**src/rtl/tetris_sched.sv**
```systemverilog
// Command scheduler for a falling-block game engine: encodes button requests, queues them,
// injects gravity ticks and runs the start-of-game BAR handshake.
package tetris_sched_pkg;
  typedef enum logic [3:0] {
    NOEVENT    = 4'd0,
    LEFT       = 4'd1,
    RIGHT      = 4'd2,
    DOWN       = 4'd3,
    DROP       = 4'd4,
    HOLD       = 4'd5,
    ROTATE     = 4'd6,
    ROTATE_REV = 4'd7,
    BAR        = 4'd8
  } control_type;
endpackage

module tetris_sched
  import tetris_sched_pkg::*;
#(
  parameter int unsigned TICK_BASE  = 50_000_000,
  parameter int unsigned TICK_STEP  = 4_000_000,
  parameter int unsigned TICK_MIN   = 5_000_000,
  parameter int unsigned FIFO_DEPTH = 4
) (
  input  logic        clk,
  input  logic        reset,
  input  logic [6:0]  btn_req,
  input  logic        start,
  input  logic        ready,
  input  logic [15:0] score,
  output control_type ctrl,
  output logic [3:0]  level,
  output logic        busy,
  output logic [2:0]  fifo_count,
  output logic [7:0]  dropped
);

  localparam int unsigned AW     = (FIFO_DEPTH > 1) ? $clog2(FIFO_DEPTH) : 1;
  localparam logic [2:0]  DEPTH3 = 3'(FIFO_DEPTH);

  localparam logic [1:0] S_IDLE   = 2'd0;
  localparam logic [1:0] S_BUSY   = 2'd1;
  localparam logic [1:0] S_SETTLE = 2'd2;
  localparam logic [1:0] S_START  = 2'd3;

  // state is kept as a plain named register so checkers can bind to it directly
  logic [1:0]  state;
  logic [1:0]  busy_cnt;
  logic [1:0]  phase;
  logic [3:0]  bar_cnt;
  logic [31:0] grav_cnt;
  logic [31:0] period;
  logic [31:0] period_next;
  logic [31:0] step_total;
  logic        grav_pending;
  logic        grav_wrap;

  control_type enc_cmd;
  logic        enc_valid;
  logic [2:0]  btn_ones;
  logic        btn_live;
  logic        accept;
  logic        fifo_full;
  logic        fifo_empty;
  logic        issue_grav;
  logic        pop;
  logic        push;
  logic        lost;
  logic [3:0]  drop_inc;
  logic [8:0]  drop_sum;

  control_type      mem [FIFO_DEPTH];
  logic [AW-1:0]    wr_ptr;
  logic [AW-1:0]    rd_ptr;

  // the two low BCD digits never influence the level
  logic unused_score;
  assign unused_score = ^score[7:0];

  always_comb begin
    enc_cmd = NOEVENT;
    if      (btn_req[3]) enc_cmd = DROP;
    else if (btn_req[4]) enc_cmd = HOLD;
    else if (btn_req[5]) enc_cmd = ROTATE;
    else if (btn_req[6]) enc_cmd = ROTATE_REV;
    else if (btn_req[0]) enc_cmd = LEFT;
    else if (btn_req[1]) enc_cmd = RIGHT;
    else if (btn_req[2]) enc_cmd = DOWN;
  end

  always_comb begin
    btn_ones = 3'd0;
    for (int i = 0; i < 7; i++) begin
      btn_ones = btn_ones + 3'(btn_req[i]);
    end
  end

  always_comb begin
    if (score[15:12] != 4'd0)     level = 4'd9;
    else if (score[11:8] > 4'd9)  level = 4'd9;
    else                          level = score[11:8];
  end

  always_comb begin
    step_total = 32'(level) * TICK_STEP;
    if ((step_total >= TICK_BASE) || ((TICK_BASE - step_total) < TICK_MIN)) begin
      period_next = TICK_MIN;
    end else begin
      period_next = TICK_BASE - step_total;
    end
  end

  assign enc_valid  = |btn_req;
  assign btn_live   = (state != S_START) && !start;
  assign accept     = btn_live && enc_valid;
  assign fifo_full  = (fifo_count == DEPTH3);
  assign fifo_empty = (fifo_count == 3'd0);
  // gravity always wins over queued commands when the engine is idle
  assign issue_grav = !start && (state == S_IDLE) && ready && grav_pending;
  assign pop        = !start && (state == S_IDLE) && ready && !grav_pending && !fifo_empty;
  assign push       = accept && (!fifo_full || pop);
  assign lost       = accept && fifo_full && !pop;
  assign drop_inc   = accept ? ({1'b0, btn_ones} - 4'd1 + {3'b000, lost}) : 4'd0;
  assign drop_sum   = {1'b0, dropped} + {5'b00000, drop_inc};
  assign grav_wrap  = (state != S_START) && (grav_cnt >= (period - 32'd1));
  assign busy       = (state != S_IDLE);

  always_ff @(posedge clk) begin
    if (push) mem[wr_ptr] <= enc_cmd;
  end

  always_ff @(posedge clk or posedge reset) begin
    if (reset) begin
      wr_ptr     <= '0;
      rd_ptr     <= '0;
      fifo_count <= 3'd0;
    end else if (start) begin
      wr_ptr     <= '0;
      rd_ptr     <= '0;
      fifo_count <= 3'd0;
    end else begin
      if (push) wr_ptr <= wr_ptr + AW'(1);
      if (pop)  rd_ptr <= rd_ptr + AW'(1);
      fifo_count <= fifo_count + 3'(push) - 3'(pop);
    end
  end

  always_ff @(posedge clk or posedge reset) begin
    if (reset) begin
      dropped <= 8'd0;
    end else if (accept) begin
      dropped <= drop_sum[8] ? 8'hFF : drop_sum[7:0];
    end
  end

  always_ff @(posedge clk or posedge reset) begin
    if (reset) begin
      state        <= S_IDLE;
      ctrl         <= NOEVENT;
      busy_cnt     <= 2'd0;
      phase        <= 2'd0;
      bar_cnt      <= 4'd0;
      grav_cnt     <= 32'd0;
      period       <= TICK_BASE;
      grav_pending <= 1'b0;
    end else begin
      ctrl <= NOEVENT;
      if (start) begin
        // the first BAR goes out in the same cycle START is entered
        state        <= S_START;
        ctrl         <= BAR;
        phase        <= 2'd0;
        bar_cnt      <= 4'd1;
        grav_cnt     <= 32'd0;
        period       <= period_next;
        grav_pending <= 1'b0;
      end else begin
        if (state == S_START) begin
          grav_cnt <= 32'd0;
        end else if (grav_wrap) begin
          grav_cnt <= 32'd0;
          period   <= period_next;
        end else begin
          grav_cnt <= grav_cnt + 32'd1;
        end

        if (grav_wrap)       grav_pending <= 1'b1;
        else if (issue_grav) grav_pending <= 1'b0;

        case (state)
          S_IDLE: begin
            if (issue_grav) begin
              ctrl     <= DOWN;
              state    <= S_BUSY;
              busy_cnt <= 2'd0;
            end else if (pop) begin
              ctrl     <= mem[rd_ptr];
              state    <= S_BUSY;
              busy_cnt <= 2'd0;
            end
          end
          S_BUSY: begin
            // an engine that never drops ready has ignored the command; give up after 4 cycles
            if (!ready)                 state <= S_SETTLE;
            else if (busy_cnt == 2'd3)  state <= S_IDLE;
            else                        busy_cnt <= busy_cnt + 2'd1;
          end
          S_SETTLE: begin
            if (ready) state <= S_IDLE;
          end
          default: begin
            if ((ctrl == NOEVENT) && ready) begin
              state <= S_IDLE;
            end else if (phase == 2'd2) begin
              phase <= 2'd0;
              if (bar_cnt == 4'd8) begin
                state <= S_IDLE;
              end else begin
                ctrl    <= BAR;
                bar_cnt <= bar_cnt + 4'd1;
              end
            end else begin
              phase <= phase + 2'd1;
            end
          end
        endcase
      end
    end
  end

endmodule
```
**config.mk**
```make
export PLATFORM = sky130hd
export DESIGN_NAME = tetris_sched
export DESIGN_NICKNAME = d
export VERILOG_FILES = /design/src/rtl/tetris_sched.sv
export SDC_FILE = /design/constraint.sdc
export NUM_CORES = 1
export LEC_CHECK = 0
export BUFFER_PORTS_ARGS = -buffer_cell sky130_fd_sc_hd__buf_4
export CORE_ASPECT_RATIO = 1.1
export CORE_MARGIN = 2
export CORE_UTILIZATION = 48
export CTS_CLUSTER_DIAMETER = 50
export DETAILED_ROUTE_END_ITERATION = 10
export PLACE_DENSITY = 0.65
export SKIP_CTS_REPAIR_TIMING = 1
export SLEW_MARGIN = 20
export SYNTH_ARGS = -nofsm -noshare
export SYNTH_HDL_FRONTEND = slang
export SYNTH_SLANG_ARGS = --single-unit
```
**constraint.sdc**
```tcl
create_clock -name clk -period 9.9 [get_ports clk]
set_input_delay 1.485 -clock clk [delete_from_list [all_inputs] [get_ports clk]]
set_output_delay 1.485 -clock clk [all_outputs]
set_load 0.05 [all_outputs]
```
; ---- After elaboration in Yosys (flattened, before gate mapping)
; Memory sizes are Yosys's and may differ from the RTL's.
; Index checks and enable logic that the tools add are counted.
[classes]
order_cmp = 4
n_mux = 59
eq_ne = 18
add_sub_neg = 19
reduce_logical = 40
n_bitwise = 1
multipliers = 1
[ops]
columns = op, n
row1 = two-way mux 32 bit, 7
row2 = two-way mux 4 bit, 14
row3 = two-way mux 2 bit, 24
row4 = "adder 32 x 1 -> 32 bit, second input constant", 1
row5 = greater-or-equal comparator 32 bit, 1
row6 = "less-than comparator 32 x 23 -> 1 bit, second input constant", 1
row7 = "subtractor 32 x 1 -> 32 bit, second input constant", 1
row8 = "subtractor 26 x 26 -> 27 bit, first input constant", 1
row9 = "greater-or-equal comparator 26 bit, second input constant", 1
row10 = "multiplier 4 x 14 -> 18 bit, second input constant", 1
row11 = adder 3 x 1 -> 3 bit, 5
row12 = two-way mux 3 bit, 5
row13 = logical AND 1 bit, 12
row14 = "inequality test 2 bit, second input constant", 6
row15 = nonzero test 2 bit, 6
row16 = nonzero test 6 bit, 2
row17 = AND reduction 5 bit, 2
row18 = adder 8 x 4 -> 9 bit, 1
row19 = "adder 2 x 1 -> 2 bit, second input constant", 4
row20 = "equality test 2 bit, second input constant", 4
row21 = two-way mux 8 bit, 1
row22 = "inequality test 4 bit, second input constant", 2
row23 = one-hot mux 4 bit (2 select lines), 1
row24 = OR reduction 7 bit, 1
row25 = other kinds (27), 38
[totals]
output_inout_bits = 20
word_cells = 155
mem_count = 1
in_bits = 27
register_bits = 94
ramBits = 12
[memory_table]
columns = memory, depth, word_bits, rd, rd_ports_with_merged_regs, write_ports, line
row1 = mem, 4, 3, 1, 0, 1, 72  ; control_type mem [FIFO_DEPTH];

; ---- Longest topological paths before layout
[depth]
depth_word = 11
ltp_mapped = 22
mapped_depth_nobuf = 22

; ---- Least setup slack after synthesis
; OpenSTA, ideal clock, no wires.
[synth_path]
kind = input -> register
startpoint = input port btn_req[6]
endpoint = register dropped[2]
path_slack_ns = 3.408
required_ns = 9.784
setup_time_ns = 0.116
cell_stages = 16
path_buffers = 1
t_arrival_ns = 6.376
cell_sequence = or4_1 o41ai_1 clkbuf_1 nor2_1 fa_1 inv_1 fa_1 fa_1 fa_1 or2_2 fa_1 nor2b_1 o21ai_0 a21oi_1 nand3_1 o311ai_0
[synth_between]
elab_chain_cells = 8
elab_cells_between_ends = 10
cone_classes = add/sub (4) / mux (2) / reduce/logical (4)
[synth_lines]
columns = item, line
row1 = from (decl), 27  ; input logic [6:0] btn_req,
row2 = "parallel branches: the longest is 8 deep, another holds adder 8 x 4 -> 9 bit", n/a
row3 = to (signal assigned), 152  ; dropped <= drop_sum[8] ? 8'hFF : drop_sum[7:0];
row4 = to (decl), 35  ; output logic [7:0] dropped
; Parallel ways; which one is timed is not known.
; A chain may end at the register's enable or synchronous reset.

; ---- Final worst setup path
[layout_path]
startpoint = input port score[13]
endpoint = register period[10]
[layout_between]
elab_chain_cells = 10
elab_cells_between_ends = 11
cone_classes = add/sub (1) / mul (1) / order compare (2) / mux (5) / reduce/logical (2)
[layout_lines]
columns = item, line
row1 = from (decl), 30  ; input logic [15:0] score,
row2 = nonzero test 4 bit (*), 99  ; if (score[15:12] != 4'd0) level = 4'd9;
row3 = two-way mux 4 bit (*), 99
row4 = multiplier 4 x 14 -> 18 bit (*), 105  ; step_total = 32'(level) * TICK_STEP;
row5 = subtractor 26 x 26 -> 27 bit, "106, 109"
row6 = less-than comparator 32 x 23 -> 1 bit, 106  ; if ((step_total >= TICK_BASE) || ((TICK_BASE - step_total) < TICK_MIN)) begin
row7 = logical OR 1 bit, 106
row8 = two-way mux 32 bit (*), 106
row9 = two-way mux 32 bit, 180  ; end else if (grav_wrap) begin
row10 = two-way mux 32 bit, 178  ; if (state == S_START) begin
row11 = two-way mux 32 bit (*), 168  ; if (start) begin
row12 = to (signal assigned), 175  ; period <= period_next;
row13 = to (signal assigned), 182  ; period <= period_next;
row14 = to (decl), 52  ; logic [31:0] period;
; Mark *: on every way between the ends. The rest lies on a longest branch, timed or not. The select of a mux whose other input is x is not followed.

==> impl_metrics.yaml <==
route:
  wl_met2_um: 7116
  drtPass1Iterations: 4
  routedWlPerCell_um: 14.91
  vias_per_cell: 5.534
  drt.antenna.violating_nets: 0
  drc: 0
  route.vias.total: 5252
  top_layer: "met4"
  wl_met1_um: 6325
  wirelength_um: 14150
  drt_iter0_markers: 197
  route.met3.wl_um: 525
global_route:
  grt_max_degree: 84
  grt_pass1_vias: 5162
  grtUsageTotal_pct: 19.41
  antenna_found_initial: 0
  overflow: 0
  grt_pass1_wl_um: 24140
sta:
  period_minus_slack_ns: 6.589
  max_slew.worst_pin.slew_ns: 1.009
  slew_viol_final: 0
  hold_violations: 0
  grt_setup_unrepaired: "no"
  slew_headroom_pct: 32.75
  final.setup.tns_ns: 0
  setup-violations-final: 0
  whs_ns: 0.4847
  worst_slack_ns: 3.311
  skew_ns: 0.006183
  min_period_over_period_pct: 66.55
  fmax_mhz: 151.8
layout:
  mostFrequentLayoutCells: "71 x nor2_1, 71 x dfrtp_1, 70 x ha_1"
  area_growth_pct: 11.27
  fin_area_mm2: 0.007570
  final_net_count: 864
  drive_gt1_share_pct: 10.91
  n_antenna_cell: 0
  instances_no_fill: 949
  final_core_util_pct: 54.65
power_and_ir_drop:
  leakage_nw: 3.322
  p_comb_share_pct: 32.3
  max-vdd-ir-drop_mv: 0.09244
  p_per_area_mw_per_mm2: 162.5
  power.share.clock_pct: 27.2
  power_frac_seq_pct: 40.6
  switching_share_pct: 36.05
  internal_power_mw: 0.7867
  power_mw: 1.230
  power.switching_mw: 0.4435
synthesis:
  synthTopCellsByArea: "dfrtp_1 26%, ha_1 13%, edfxtp_1 5.3%"
  postSynthAreaPerCell_um2: 9.435
  synth_ff_type: "dfrtp_1"
  netlist_area_mm2: 0.006803
  yosysTopAreaCell: "dfrtp_1"
  synthDistinctLibCells: 63
  yosys.area.top_type_share_pct: 26.12
  yosys_warnings: 0
  async_flop_share_pct: 87.37
  ys_ff_latch: 95
  syn_nets: 829
  syn_inst: 721
  synth-seq-area-share_pct: 36.05
  synth_edf_count: 12
placed_design:
  gp_congestion: 0.8873
  placed_cell_area_mm2: 0.007286
  pre_cts_ws_ns: 3.050
  dp_cells: 933
  dp_hpwl_um: 10560
  portBuffers: 38
worst_setup_path:
  worstReg2RegEnd: "dropped[2]$_DFFE_PP0P_"
  r2r_slack_ns: 4.26
  cp-start-kind: "primary input"
  worstSetupPathType: "in -> reg"
  cp.arrival_ns: 6.82
  critPathRequiredTime_ns: 10.14
  crit-reg2reg-launch: "fifo_count[2]$_DFF_PP0_"
  cp-end-kind: "flip-flop"
  cp_max_fo: 15
  r2r_cells: 16
floorplanning:
  num_rows: 45
  die_y_um: 128.9
  die_w_um: 117.5
  coreArea_mm2: 0.01385
  ios: 47
  die-area_mm2: 0.01514
  initial_core_util_pct: 49.11
min_path:
  hold_path.startpoint: "grav_cnt[0]$_DFF_PP0_"
  min_delay_worst_endpoint: "grav_cnt[0]$_DFF_PP0_"
  min_path_cells: 1
  hold_class: "reg -> reg"
clock_network:
  cts-buffers-inserted: 9
  cts_root_buf: "clkbuf_16"
  clock_latency_ns: 0.35
  cts_tree: "done"
  clk_pin_slew_ns: 0.07
  cts.sinks: 95
  htree_num_levels: 3
  cts.path.max_buffers: 2
status:
  status: "finished, final reports clean"
flow_run:
  maxCapViolations: 0
worst max path at each step:
stage / from / end / slack [ns] / cells after the start
floorplan: btn_req[6] / dropped[2]$_DFFE_PP0P_ / 3.41 / 16
global placement: score[13] / period[10]$_DFFE_PP0P_ / 3.10 / 16
detailed placement: score[13] / period[10]$_DFFE_PP0P_ / 3.05 / 16
CTS: score[13] / period[10]$_DFFE_PP0P_ / 3.40 / 16
global route: score[13] / period[10]$_DFFE_PP0P_ / 3.03 / 17
finish: score[13] / period[10]$_DFFE_PP0P_ / 3.31 / 16
final cells by class:
| type | count | area [um2] |
|---|---|---|
| clock inverter | 3 | 18.77 |
| clock buffer | 13 | 261.5 |
| tap | 188 | 235.2 |
| timing repair buffer | 41 | 311.5 |
| multi-input combinational | 556 | 4090 |
| fill | 1288 | 6281 |
| sequential | 95 | 2452 |
| inverter | 53 | 200.2 |
critical path, cell delays in order:
cell and delay (ns):
buf_4 0.12, or4_1 0.67, nor2_1 0.39, nand2_1 0.26
fa_1 0.55, inv_1 0.07, fa_1 0.46, ha_1 0.36
xnor2_1 0.52, nor2_1 0.18, a22o_1 0.26, a31oi_1 0.26
nor2_1 0.11, a221o_1 0.36, o31a_1 0.49, a22o_1 0.27
metal layers:
| layer | up-vias | track usage [%] |
|---|---|---|
| li1 | 2607 | - |
| met1 | 2545 | 24.47 |
| met2 | 86 | 33.68 |
| met3 | 14 | 4.433 |
| met4 | 0 | 5.670 |
| met5 | - | 0 |
registers in the layout, summed over array words and instances, names as in the netlist, 3 cells and up:
name,cells
bar_cnt,4
mem,12
dropped,8
fifo_count,3
grav_cnt,32
period,21
ctrl,4
cells by family (layout without fill, tap and decap cells):
logic type / after synthesis / in the layout / share of synthesized area, %
and+or+nand+nor: 261 / 261 / 19.51
DFF: 95 / 95 / 36.05
buffers and inverters: 70 / 110 / 4.009
muxes: 7 / 7 / 1.582
AOI/OAI and AO/OA: 129 / 129 / 12.69
adders and majority gates: 81 / 81 / 16.11
xor gates and xnor gates: 78 / 78 / 10.04
cell usage after synthesis (all sizes together), types with 12 or more instances:
| cell type | count |
|---|---|
| o21ai | 28 |
| xor2 | 37 |
| inv | 53 |
| nor2b | 14 |
| nand3 | 23 |
| xnor2 | 41 |
| nand2 | 51 |
| dfstp | 12 |
| a21oi | 32 |
| clkbuf | 15 |
| edfxtp | 12 |
| nor2 | 71 |
| dfrtp | 71 |
| ha | 70 |
| nor3 | 19 |
power by group through the flow:
stage	Sequential (mW)	Combinational [mW]	Clock (mW)
5_1_grt	0.507	0.446	0.361
4_1_cts	0.499	0.401	0.347
2_1_floorplan	0.545	0.250	0
3_3_place_gp	0.500	0.382	0
6_report	0.499	0.397	0.334
3_5_place_dp	0.506	0.398	0
(Power assumes the default switching activity.)
